## config.mk

```make
export PLATFORM = sky130hd
export DESIGN_NAME = adc_frontend
export DESIGN_NICKNAME = d
export VERILOG_FILES = /design/src/rtl/adc_frontend.sv
export SDC_FILE = /design/constraint.sdc
export NUM_CORES = 1
export LEC_CHECK = 0
export ABC_CLOCK_PERIOD_IN_PS = 3960
export CAP_MARGIN = 20
export CORE_MARGIN = 2
export CORE_UTILIZATION = 32
export DETAILED_ROUTE_END_ITERATION = 10
export HOLD_SLACK_MARGIN = 0.05
export SYNTH_ARGS = -nofsm -noshare
export SYNTH_HDL_FRONTEND = slang
export SYNTH_SLANG_ARGS = --single-unit
```

## constraint.sdc

```tcl
create_clock -name sys_clk -period 3.96 [get_ports sys_clk]
set_input_delay 0.792 -clock sys_clk [delete_from_list [all_inputs] [get_ports sys_clk]]
set_output_delay 0.792 -clock sys_clk [all_outputs]
set_load 0.01 [all_outputs]
```

## src/rtl/adc_frontend.sv

```systemverilog
// rtl/adc_frontend.sv - ADC offset-binary to signed conversion, DC removal, saturation, over-range and settle tracking
module adc_frontend #(
  parameter int DC_SHIFT   = 10,
  parameter int OVR_LIMIT  = 16,
  parameter int SETTLE_CYC = 1024
) (
  input  logic        sys_clk,
  input  logic        sys_rst,
  input  logic        en,
  input  logic [11:0] adc_data_in,
  input  logic        ovr_clr,
  output logic [15:0] data_out,
  output logic        data_valid,
  output logic [15:0] dc_est,
  output logic        ovr_flag,
  output logic        settled
);

  localparam int AW = 16 + DC_SHIFT;

  typedef enum logic {ST_SETTLE, ST_RUN} state_t;

  state_t          state_q, state_d;
  logic [15:0]     x1_q, x1_d;
  logic            ovr1_q, ovr1_d;
  logic            v1_q, v1_d;
  logic [AW-1:0]   acc_q, acc_d;
  logic [16:0]     y2_q, y2_d;
  logic            v2_q, v2_d;
  logic [15:0]     dout_q, dout_d;
  logic            dvalid_q, dvalid_d;
  logic [7:0]      ovr_cnt_q, ovr_cnt_d;
  logic            ovr_flag_q, ovr_flag_d;
  logic [15:0]     settle_cnt_q, settle_cnt_d;

  logic [15:0]     dc;
  logic            upd;

  // acc is exactly 16+DC_SHIFT bits, so acc >>> DC_SHIFT truncated to 16 is its top slice
  assign dc  = acc_q[DC_SHIFT +: 16];
  assign upd = en && v1_q;

  always_comb begin
    state_d      = state_q;
    x1_d         = x1_q;
    ovr1_d       = ovr1_q;
    v1_d         = v1_q;
    acc_d        = acc_q;
    y2_d         = y2_q;
    v2_d         = v2_q;
    dout_d       = dout_q;
    dvalid_d     = 1'b0;
    ovr_cnt_d    = ovr_cnt_q;
    ovr_flag_d   = ovr_flag_q;
    settle_cnt_d = settle_cnt_q;

    if (en) begin
      x1_d     = {~adc_data_in[11], adc_data_in[10:0], 4'b0000};
      ovr1_d   = (adc_data_in == 12'h000) || (adc_data_in == 12'hFFF);
      v1_d     = 1'b1;
      y2_d     = {x1_q[15], x1_q} - {dc[15], dc};
      v2_d     = v1_q && (state_q == ST_RUN);
      if (y2_q[16] != y2_q[15]) begin
        dout_d = y2_q[16] ? 16'h8000 : 16'h7FFF;
      end else begin
        dout_d = y2_q[15:0];
      end
      dvalid_d = v2_q;
    end

    if (ovr_clr) begin
      ovr_flag_d = 1'b0;
    end

    if (upd) begin
      if (!ovr1_q) begin
        acc_d = acc_q + {{DC_SHIFT{x1_q[15]}}, x1_q} - {{DC_SHIFT{dc[15]}}, dc};
      end
      if (ovr1_q) begin
        ovr_cnt_d = (ovr_cnt_q == 8'hFF) ? 8'hFF : ovr_cnt_q + 8'd1;
        // set after clear so a coincident clear loses
        if (ovr_cnt_q == 8'(OVR_LIMIT - 1)) begin
          ovr_flag_d = 1'b1;
        end
      end else begin
        ovr_cnt_d = 8'd0;
      end
      if (state_q == ST_SETTLE) begin
        settle_cnt_d = settle_cnt_q + 16'd1;
        if (settle_cnt_q == 16'(SETTLE_CYC - 1)) begin
          state_d = ST_RUN;
        end
      end
    end
  end

  always_ff @(posedge sys_clk) begin
    if (sys_rst) begin
      state_q      <= ST_SETTLE;
      x1_q         <= '0;
      ovr1_q       <= 1'b0;
      v1_q         <= 1'b0;
      acc_q        <= '0;
      y2_q         <= '0;
      v2_q         <= 1'b0;
      dout_q       <= '0;
      dvalid_q     <= 1'b0;
      ovr_cnt_q    <= '0;
      ovr_flag_q   <= 1'b0;
      settle_cnt_q <= '0;
    end else begin
      state_q      <= state_d;
      x1_q         <= x1_d;
      ovr1_q       <= ovr1_d;
      v1_q         <= v1_d;
      acc_q        <= acc_d;
      y2_q         <= y2_d;
      v2_q         <= v2_d;
      dout_q       <= dout_d;
      dvalid_q     <= dvalid_d;
      ovr_cnt_q    <= ovr_cnt_d;
      ovr_flag_q   <= ovr_flag_d;
      settle_cnt_q <= settle_cnt_d;
    end
  end

  assign data_out   = dout_q;
  assign data_valid = dvalid_q && en;
  assign dc_est     = dc;
  assign ovr_flag   = ovr_flag_q;
  assign settled    = (state_q == ST_RUN);

endmodule

```

==> out/metrics.cfg <==
[setup_path]
worstPathCellList=inv_1 > fa_1 > inv_1 > ha_1 > a211oi_2 > nor2_1 > o311ai_2 > a21oi_2 > or2_4 > nor3b_1 > o31a_1 > nor3_1
crit_start=acc_q[12]
arrival_ns=3.51
crit_required_ns=4.25
cp_top_family=adder cells
r2r_slack_ns=0.74
start_kind=flop
crit_slowest_cell=fa_1
critPathKind=flop to flop
critPathMaxFanout=8
r2r-start=acc_q[12]
critical-path-max-stage-delay_ns=0.55
cpMostUsedCell=inv_1
cp-end-kind=flop
r2r_end=acc_q[25]
rr_worst_depth=12
path_buf_inv=2

[timing]
skew_ns=0.00863
fmax_ghz=0.311
fin_crit_ns=3.22
setup_viol=0
worst_pin_slew_ns=0.776
fin_crit_sh_pct=81.2
rsz0062_at_grt=false
finalSetupTns_ns=0
slew_violations=0
hold_viol=0
slew_headroom_pct=48.2

[logic_synthesis]
yosysWarnings=0
syn_area_per_cell_um2=8.03
syn_nets=910
ys_ff_latch=101
yosys_most_used_dff=dfxtp_1
synth_top_area_share_pct=30.5
synth_edf_count=0
netlist_instances=827
synth_top_cell_by_area=dfxtp_1
synthArstFlopShare_pct=0
ys_seq_area_share_pct=30.5
netlist_area_um2=6640
synth.area.top_cells=dfxtp_1, ha_1, fa_1
synthDistinctLibCells=62

[final_layout]
antennaDiodeCount=0
multi_input_area_um2=4030
final_layout_size_suffix_gt1_share_pct=4.71
fin_nets=927
final.fill_count=2152
regArea_um2=2020
final_common_cell=dfxtp_1
areaGrowthSynthToFinish_pct=14.2
layout_common_cells=dfxtp_1, nor2_1, inv_1, nand2_1, a21oi_1
final_core_util_pct=37.3

[die]
core-area_um2=20300
fp.dieW_um=148
die_h_um=148
start_util_pct=32.7
rows=52
ios=51
dieArea_um2=21900

[clock_network]
h-tree-depth=3
ctsHoldBuffers=0
post_cts_resized=0
cts-root-buf=clkbuf_16
clk-insertion-delay-late_ns=0.36
path_clk_slew_ns=0.08
tritoncts=done
cts_buffer_depth=2
cts_setup_buffers=0
cts_sinks=101
cts-buffers-inserted=9

[hold_path]
whs_path_depth=2
hold_end=dvalid_q
hold_path.class=flop to flop
min_from=v2_q

[global_route]
grt_overflow=0
antenna_found_initial=1
grt_max_degree=65
grt_pass1_wl_mm=27.3
grt_pass1_vias=5138
grt_usage_pct=15.8

[drt]
drtIter0Drc=435
ant_nets=0
wirelength_mm=17.0
routedWlPerCell_um=15.2
viasPerCell=4.96
drcViolationCount=0
drtPass1Iterations=5
vias=5547

[placed_design]
place.gp.congestion=0.930
post-dp-hpwl_mm=12.9
port_buffers=50

[pwr]
powerDensity_nw_per_um2=825
leakage_uw=0.00303
max-vdd-ir-drop_mv=0.271

[outcome]
run_status=finished, final reports clean

[flow_run]
cap_viol_max_count=0

[report_power, final]
| group | switching (uW) | leakage [uW] | internal, uW |
|---|---|---|---|
| logic | 2260 | 0.00206 | 1690 |
| registers | 189 | 0.000825 | 1200 |
| clock network | 465 | 0.000151 | 453 |
| total | 2920 | 0.00303 | 3340 |
[state kept, by name, summed over array words and instances (netlist names)]
signal	cells
x1_q	12
data_out	16
v1_q	1
ovr_flag	1
y2_q	17
settled	1
dvalid_q	1
ovr_cnt_q	8
v2_q	1
ovr1_q	1
settle_cnt_q	16
acc_q	26
[layer usage]
layer | vias to the layer above | GRT usage (%) | share of wire (%)
met5 | - | 0 | 0.070
met4 | 2 | 6.62 | 2.5
met3 | 24 | 3.04 | 4.6
met2 | 119 | 23.3 | 42
met1 | 2563 | 22.7 | 51
li1 | 2839 | - | -
[cells in the mapped netlist, types with 15 or more instances]
cell	n
a211oi_1	20
nand2_1	75
fa_1	22
ha_1	45
xnor2_1	16
mux2i_1	18
nor2_1	90
a21oi_1	72
nand3_1	29
xor2_1	29
inv_1	85
buf_4	16
dfxtp_1	101
clkbuf_1	27
o21ai_1	15
[cell type report]
type / instances / area share (%)
clock inverters: 7 / 1.14
inverters: 87 / 4.31
clock buffers: 9 / 2.97
flip-flops and latches: 101 / 26.7
well taps: 270 / 4.46
multi-input cells: 587 / 53.2
repair buffers: 58 / 7.30
[worst min-delay path: stages (launching register included)]
cell	delay (ns)
dfxtp_1	0.32
inv_1	0.05
nor2_1	0.03
[per-stage QoR]
stage,instance area [um^2],instances,setup slack [ns],power (uW),hold slack [ns]
CTS,7580,1119,0.750,6240,0.440
global route,7580,1119,0.440,6800,0.471
finish,7580,1119,0.743,6260,0.434
global placement,7270,1103,0.793,5290,0.417
detailed placement,7270,1103,0.773,5280,0.426
floorplan,6640,827,1.01,4400,0.409
[cells by family (layout without fill, tap and decap cells)]
group                      count (synthesis)  in the layout  share of synthesized area [%]
and+or+nand+nor                          272            272                           19.3
xor gates and xnor gates                  45             45                           5.94
buffers and inverters                    139            161                           8.88
muxes                                     19             19                           2.88
AOI/OAI and AO/OA                        184            184                           17.4
adders and majority gates                 67             67                           15.1
DFF                                      101            101                           30.5
[how the worst max path moves through the flow]
| stage | depth (start not counted) | endpoint | slack (ns) |
|---|---|---|---|
| global placement | 12 | acc_q[25] | 0.79 |
| CTS | 12 | acc_q[25] | 0.75 |
| detailed placement | 12 | acc_q[25] | 0.77 |
| finish | 12 | acc_q[25] | 0.74 |
| global route | 11 | acc_q[24] | 0.44 |
| floorplan | 12 | acc_q[24] | 1.01 |
(Power assumes the default switching activity.)
